[config.mk]
export PLATFORM = sky130hd
export DESIGN_NAME = axi_fifo_arbiter
export DESIGN_NICKNAME = d
export VERILOG_FILES = /design/src/rtl/axi_fifo_arbiter_pkg.sv /design/src/rtl/axi_fifo_arbiter_pick.sv /design/src/rtl/axi_fifo_arbiter.sv
export SDC_FILE = /design/constraint.sdc
export NUM_CORES = 1
export LEC_CHECK = 0
export BUFFER_PORTS_ARGS = -buffer_cell sky130_fd_sc_hd__buf_2
export CAP_MARGIN = 25
export CORE_AREA = 8 8 157 159
export DETAILED_ROUTE_END_ITERATION = 7
export DIE_AREA = 0 0 165 167
export PLACE_DENSITY = 0.65
export SYNTH_ARGS = -nofsm -noshare
export SYNTH_HDL_FRONTEND = slang
export SYNTH_SLANG_ARGS = --single-unit
[constraint.sdc]
create_clock -name memclk -period 2.4 [get_ports memclk]
set_input_delay 0.24 -clock memclk [delete_from_list [all_inputs] [get_ports memclk]]
set_output_delay 0.24 -clock memclk [all_outputs]
set_load 0.02 [all_outputs]
[src/rtl/axi_fifo_arbiter_pkg.sv]
// rtl/axi_fifo_arbiter_pkg.sv - shared defaults and FSM encoding for the multicast replicator
package axi_fifo_arbiter_pkg;

  localparam int DEF_DATA_WIDTH = 202;
  localparam int DEF_NUM_QUEUES = 5;
  localparam int DEF_QID_WIDTH  = 3;

  // IDLE: nothing held; BUSY: word in dout register, remaining copies in held mask
  typedef enum logic {
    ST_IDLE = 1'b0,
    ST_BUSY = 1'b1
  } state_t;

endpackage

[src/rtl/axi_fifo_arbiter_pick.sv]
// rtl/axi_fifo_arbiter_pick.sv - destination picker, rotating start when AXI_FIFO_ARBITER_ROUND_ROBIN_EN is defined
module axi_fifo_arbiter_pick
  import axi_fifo_arbiter_pkg::*;
#(
  parameter int NUM_QUEUES = DEF_NUM_QUEUES,
  parameter int QID_WIDTH  = DEF_QID_WIDTH
) (
  input  logic [NUM_QUEUES-1:0] i_mask,
`ifdef AXI_FIFO_ARBITER_ROUND_ROBIN_EN
  input  logic [QID_WIDTH-1:0]  i_start,
`endif
  output logic                  o_found,
  output logic [QID_WIDTH-1:0]  o_index,
  output logic [NUM_QUEUES-1:0] o_mask_rest,
  output logic                  o_last
);

  // Select one set bit, then report the mask without it and whether it was the only one
  always_comb begin
    int w_idx;
    o_found     = 1'b0;
    o_index     = '0;
    w_idx       = 0;
`ifdef AXI_FIFO_ARBITER_ROUND_ROBIN_EN
    for (int k = 0; k < NUM_QUEUES; k++) begin
      w_idx = int'(i_start) + k;
      if (w_idx >= NUM_QUEUES) w_idx = w_idx - NUM_QUEUES;
      if (!o_found && i_mask[w_idx]) begin
        o_found = 1'b1;
        o_index = QID_WIDTH'(w_idx);
      end
    end
`else
    // Scan downward so the lowest set bit wins
    for (int k = NUM_QUEUES - 1; k >= 0; k--) begin
      if (i_mask[k]) begin
        o_found = 1'b1;
        o_index = QID_WIDTH'(k);
      end
    end
`endif
    o_mask_rest = i_mask;
    for (int k = 0; k < NUM_QUEUES; k++) begin
      if (o_found && (o_index == QID_WIDTH'(k))) o_mask_rest[k] = 1'b0;
    end
    o_last = o_found && (o_mask_rest == '0);
  end

endmodule

[src/rtl/axi_fifo_arbiter.sv]
// rtl/axi_fifo_arbiter.sv - multicast word replicator; AXI_FIFO_ARBITER_ROUND_ROBIN_EN selects rotating queue order
module axi_fifo_arbiter
  import axi_fifo_arbiter_pkg::*;
#(
  parameter int DATA_WIDTH = DEF_DATA_WIDTH,
  parameter int NUM_QUEUES = DEF_NUM_QUEUES,
  parameter int QID_WIDTH  = DEF_QID_WIDTH
) (
  input  logic                  memclk,
  input  logic                  reset,
  input  logic [NUM_QUEUES-1:0] oq,
  input  logic                  din_valid,
  input  logic [DATA_WIDTH-1:0] din,
  output logic                  next_pkg_en,
  output logic [QID_WIDTH-1:0]  queue_id,
  output logic [DATA_WIDTH-1:0] dout,
  output logic                  dout_valid
);

  state_t                r_state;
  state_t                w_state_next;
  logic [NUM_QUEUES-1:0] r_mask;
  logic [NUM_QUEUES-1:0] w_mask_next;
  logic [DATA_WIDTH-1:0] r_dout;
  logic [DATA_WIDTH-1:0] w_dout_next;
  logic [QID_WIDTH-1:0]  r_qid;
  logic [QID_WIDTH-1:0]  w_qid_next;
  logic                  r_dout_valid;
  logic                  w_dout_valid_next;
  logic                  w_ack;

  logic [NUM_QUEUES-1:0] w_pick_mask;
  logic                  w_found;
  logic [QID_WIDTH-1:0]  w_index;
  logic [NUM_QUEUES-1:0] w_rest;
  logic                  w_last;

  // In IDLE the live request is examined; in BUSY only the remaining held copies
  assign w_pick_mask = (r_state == ST_IDLE) ? oq : r_mask;

`ifdef AXI_FIFO_ARBITER_ROUND_ROBIN_EN
  logic [QID_WIDTH-1:0] r_last_q;
  logic [QID_WIDTH-1:0] w_start;

  assign w_start = (r_last_q == QID_WIDTH'(NUM_QUEUES - 1)) ? '0 : r_last_q + 1'b1;

  // Remember the last issued queue so the next search begins just after it
  always_ff @(posedge memclk) begin
    if (reset) begin
      r_last_q <= QID_WIDTH'(NUM_QUEUES - 1);
    end else if (w_dout_valid_next) begin
      r_last_q <= w_index;
    end
  end
`endif

  axi_fifo_arbiter_pick #(
    .NUM_QUEUES (NUM_QUEUES),
    .QID_WIDTH  (QID_WIDTH)
  ) u_pick (
    .i_mask      (w_pick_mask),
`ifdef AXI_FIFO_ARBITER_ROUND_ROBIN_EN
    .i_start     (w_start),
`endif
    .o_found     (w_found),
    .o_index     (w_index),
    .o_mask_rest (w_rest),
    .o_last      (w_last)
  );

  // Next-state and issue decisions; the dout register doubles as the held word while BUSY
  always_comb begin
    w_state_next      = r_state;
    w_mask_next       = r_mask;
    w_dout_next       = r_dout;
    w_qid_next        = r_qid;
    w_dout_valid_next = 1'b0;
    w_ack             = 1'b0;
    case (r_state)
      ST_IDLE: begin
        if (din_valid) begin
          if (!w_found) begin
            w_ack = 1'b1;
          end else begin
            w_dout_next       = din;
            w_qid_next        = w_index;
            w_dout_valid_next = 1'b1;
            if (w_last) begin
              w_ack = 1'b1;
            end else begin
              w_mask_next  = w_rest;
              w_state_next = ST_BUSY;
            end
          end
        end
      end
      ST_BUSY: begin
        if (w_found) begin
          w_qid_next        = w_index;
          w_dout_valid_next = 1'b1;
          w_mask_next       = w_rest;
          if (w_last) begin
            w_ack        = 1'b1;
            w_state_next = ST_IDLE;
          end
        end else begin
          w_state_next = ST_IDLE;
        end
      end
      default: w_state_next = ST_IDLE;
    endcase
  end

  // State register and registered output stage
  always_ff @(posedge memclk) begin
    if (reset) begin
      r_state      <= ST_IDLE;
      r_mask       <= '0;
      r_dout       <= '0;
      r_qid        <= '0;
      r_dout_valid <= 1'b0;
    end else begin
      r_state      <= w_state_next;
      r_mask       <= w_mask_next;
      r_dout       <= w_dout_next;
      r_qid        <= w_qid_next;
      r_dout_valid <= w_dout_valid_next;
    end
  end

  assign next_pkg_en = w_ack & ~reset;
  assign queue_id    = r_qid;
  assign dout        = r_dout;
  assign dout_valid  = r_dout_valid;

endmodule

# After elaboration in Yosys (flattened, before gate mapping)
# Cells that the tools add are included.
# Widths: inputs -> output; s select.
# totals
reg_bits	212
latchBits	0
mem_bits_rw	0
mem_bits_ro	0
in_bits	210
output_inout_bits	207
wordCells	62
mem_count	0
# op_classes
addsub	0
mul	0
n_div	0
n_lt_le_gt_ge	0
n_eq_ne	8
shifts	0
muxes	36
n_bitwise	3
reduce_logical	10
# op_table
cell	count
$mux 5	5
$mux 3	7
$mux 1	19
$pmux 5 s2	1
$eq 3x2->1 const B	2
$logic_and 1x1->1	6
$ne 2x2->1 const B	3
$pmux 1 s2	3
$pmux 3 s2	1
$logic_not 5->1	1
$reduce_and 4->1	1
$eq 3x1->1 const B	1
$eq 3x3->1 const B	1
$logic_not 3->1	1
$reduce_and 3->1	1
$ne 2x1->1 const B	1
$not 1->1	2
$and 1x1->1	1

# Depth between registers and ports, before layout
# logic_depth
ltp_word	16
ltp_mapped	9
ltp_nobuf	5

# Hierarchy
# Synthesis repeated with hierarchy kept, for this count alone.
# hier_totals
cells_unflattened	949
area_unflattened_um2	7656.1
# modules_own_cells
module	n_inst	cells_each	area_per_inst_um2	seq_area_each_um2
axi_fifo_arbiter	1	926	7503.4	4244.1
axi_fifo_arbiter_pick	1	23	152.6	0.0

# Worst setup path after synthesis
# Ideal clock, no wire load.
# synth_path
path_type	register -> output
start	register r_state
end	output next_pkg_en
arrival_ps	1647
t_required_ps	2160
slack_ps	513
stages_incl_launch_ff	8
path_buffers	2
cell_sequence	dfxtp_1 -> buf_6 -> buf_4 -> mux2_2 -> a21oi_1 -> a221oi_1 -> o21ai_0 -> o311a_1
# synth_via
elab_chain_cells	16
word_cells_on_any_way	35
cone_classes	eq/ne (4); mux (21); bitwise (2); reduce/logical (8)
# synth_rtl
element	line_no	text
start: declaration	axi_fifo_arbiter.sv:20	state_t r_state;
start signal: assignment	axi_fifo_arbiter.sv:123	r_state <= w_state_next;
$mux 5	axi_fifo_arbiter.sv:39	assign w_pick_mask = (r_state == ST_IDLE) ? oq : r_mask;
$mux 3 (5 in a row)	axi_fifo_arbiter_pick.sv:36	if (i_mask[k]) begin
$eq 3x1->1 (tied with other cells)	axi_fifo_arbiter_pick.sv:44	if (o_found && (o_index == QID_WIDTH'(k))) o_mask_rest[k] = 1'b0;
$logic_and 1x1->1	axi_fifo_arbiter_pick.sv:44	
$mux 1	axi_fifo_arbiter_pick.sv:44	
$logic_not 5->1	axi_fifo_arbiter_pick.sv:46	o_last = o_found && (o_mask_rest == '0);
$logic_and 1x1->1	axi_fifo_arbiter_pick.sv:46	
$mux 1	axi_fifo_arbiter.sv:88, axi_fifo_arbiter.sv:102	
$mux 1	axi_fifo_arbiter.sv:82	if (!w_found) begin
$mux 1	axi_fifo_arbiter.sv:81	if (din_valid) begin
$pmux 1 s2 (*)	axi_fifo_arbiter.sv:79	case (r_state)
$and 1x1->1 (*)	axi_fifo_arbiter.sv:131	assign next_pkg_en = w_ack & ~reset;
end: declaration	axi_fifo_arbiter.sv:14	output logic next_pkg_en,
# Every way passes the cells marked *; elsewhere a longest branch is shown, timed or not.

# Final worst setup path
# Same ends and word-level chain as after synthesis.

==> results.sh <==
export IMPL_io_pins=417
export IMPL_design_area_mm2=0.0127
export IMPL_relSlewSlack=0.631
export IMPL_fp_dieW_um=165
export IMPL_gp_congestion=0.760
export IMPL_nets=1743
export IMPL_rsz0062_at_grt="true"
export IMPL_grt_total_usage=0.201
export IMPL_die_area_mm2=0.0276
export IMPL_crit_slowest_cell="or3_4"
export IMPL_power_density_mw_per_mm2=762
export IMPL_synth_edf_count=0
export IMPL_grt_pass1_vias=8885
export IMPL_max_freq_ghz=0.416
export IMPL_yosysTopAreaCellShare=0.547
export IMPL_maxCapViolations=0
export IMPL_clock_skew_ps=8.42
export IMPL_worstSetupPathType="reg -> out"
export IMPL_worst_setup_path_end_kind="output port"
export IMPL_htree_levels=1
export IMPL_violations="negative setup slack"
export IMPL_cp_required_ps=2160
export IMPL_ys_types=38
export IMPL_synth_area_leaders="dfxtp_1 (55%), nand2_1 (20%), a21oi_1 (13%), buf_6 (4.1%), buf_4 (1.2%)"
export IMPL_synth_top_area_cell="dfxtp_1"
export IMPL_syn_inst=947
export IMPL_cpLargestDelayFamily="compound AO/OA/AOI/OAI gates"
export IMPL_clockBufferDepth=3
export IMPL_ys_ff_latch=212
export IMPL_post_route_period_util=1.00
export IMPL_setup_slack_ps=-5.47
export IMPL_synth_nets=1157
export IMPL_dpl_cell_area_mm2=0.00984
export IMPL_yosysWarnings=0
export IMPL_cts_root_buf="clkbuf_16"
export IMPL_cts_tree="done"
export IMPL_arrival_ps=2170
export IMPL_outcome="finished with violations"
export IMPL_vias=8606
export IMPL_ys_seq_area_frac=0.547
export IMPL_crit_path_max_fanout=9
export IMPL_drt_wl_total_um=29800
export IMPL_yosysMostFrequentCell="nand2_1"
export IMPL_whs_ps=19.7
export IMPL_core_mm2=0.0222
export IMPL_vdd_drop_max_v=0.000577
export IMPL_timing_final_crit_period_ps=2410
export IMPL_clk_insertion_delay_late_ps=510
export IMPL_syn_area_per_cell_um2=8.20
export IMPL_layout_drive_gt1_share=0.316
export IMPL_firstDrtPassIters=5
export IMPL_setup_viol=1
export IMPL_critical_path_cell_chain="buf_12 -> or3_4 -> a21oi_4 -> a221oi_2 -> o21ai_1 -> o311a_1 -> buf_6"
export IMPL_p_leak_uw=0.00591
export IMPL_placementRows=55
export IMPL_hold_viol=0
export IMPL_worstSetupStartpointType="flip-flop"
export IMPL_wl_per_cell_um=16.3
export IMPL_tightest_slew_ps=553
export IMPL_vias_per_cell=4.70
export IMPL_max_stage_delay_ps=410
export IMPL_start_util=0.349
export IMPL_netlist_area_mm2=0.00776
export IMPL_hp_class="in -> reg"
export IMPL_syn2layout_area_growth_pct=63.6
export IMPL_post_dp_hpwl_um=18800
export IMPL_route_detailed_drc=0
export IMPL_io_buffers=416
export IMPL_cts_clk_slew_worst_paths_ps=60
export IMPL_path_buf_inv=2
export IMPL_synthTopCellsByCount="nand2_1 (406), dfxtp_1 (212), a21oi_1 (209)"
export IMPL_die_h_um=167
export IMPL_ant_nets=0
export IMPL_synth_async_reset_ratio=0
export IMPL_slew_viol_final=0
export IMPL_drtIter0Drc=713
export IMPL_overflow=0
export IMPL_clock_sinks=212
export IMPL_numCtsBuffers=24
export IMPL_antenna_found_initial=2
export IMPL_grt_pass1_wl_um=45700
export IMPL_num_fill_cells=1874
export IMPL_grt_max_degree=111
export IMPL_yosys_most_used_dff="dfxtp_1"
==> sequential cells by signal (all words and copies together), names as in the netlist <==
register / count
dout: 202
dout_valid: 1
queue_id: 3
r_mask: 5
r_state: 1
==> layout make-up <==
class | count | area, µm² | area share
Sequential cell | 212 | 4250 | 0.334
Tap cell | 285 | 357 | 0.0281
Clock buffer | 34 | 719 | 0.0566
Antenna cell | 1 | 2.50 | 0.000197
Multi-Input combinational cell | 663 | 3030 | 0.238
Inverter | 2 | 7.51 | 0.000591
Clock inverter | 5 | 58.8 | 0.00463
Timing Repair Buffer | 630 | 4280 | 0.337
==> worst min-delay path, cell delays in order <==
cell	delay, ps
buf_2	100
nand2_1	80
a21oi_1	60
==> kinds of logic after synthesis <==
family,share of synthesized area
compound gates,0.155
mux,0.0127
buf+inv,0.0687
simple gates,0.216
fa+ha+maj,0.00129
flops,0.547
==> repair_timing <==
action	CTS	global route
hold endpoints to repair	201	0
setup endpoints to repair	1	1
hold buffers	201	0
pin swaps	3	2
resized for setup	9	3
buffers inserted	4	0
==> stage by stage <==
stage / setup WS [ps] / setup TNS, ps / instances / util / total power (µW)
finish: -5.47 / -5.47 / 1832 / 0.571 / 9680
detailed placement: 195 / 0 / 1587 / 0.443 / 5840
CTS: 10.8 / 0 / 1831 / 0.571 / 9750
floorplan: 513 / 0 / 947 / - / 5250
global placement: 199 / 0 / 1587 / 0.443 / 5810
global route: -76.7 / -76.7 / 1832 / 0.571 / 10100
==> power breakdown <==
group	internal (µW)	switching (µW)	leakage, µW
sequential	3820	153	0.00174
clock	2180	1420	0.000378
combinational	848	1260	0.00379
total	6850	2830	0.00591
==> layout by cell type, fill, tap and decap left out, types with 2 or more instances in the layout <==
master	netlist	routed
buf_12	0	6
inv_1	2	2
dfxtp_1	212	211
clkinvlp_4	0	2
clkbuf_8	0	6
clkbuf_16	0	25
buf_4	12	7
nor2_1	6	6
mux2_4	2	2
o21ai_0	5	4
nor2b_1	3	3
clkbuf_1	24	3
mux2_2	2	2
nor3_1	3	3
buf_6	28	2
a21oi_1	209	208
dlygate4sd3_1	0	201
nand2_1	406	405
buf_2	6	414
==> metal layers <==
metal	up-vias	track usage	wire length [µm]
met1	3893	0.212	10900
met5	-	0	13
li1	4229	-	-
met4	2	0.0984	1480
met3	94	0.0676	2970
met2	388	0.350	14500
==> worst paths after layout <==
check                 from           to  slack (ps)  cells after the start
hold reg to reg   dout[53]     dout[53]         450                      2
hold / removal     din[11]     dout[11]          20                      3
setup / recovery   r_state  next_pkg_en          -5                      7
setup reg to reg   r_state    dout[130]         240                      8
No activity file was read; power rests on OpenSTA's default activity.
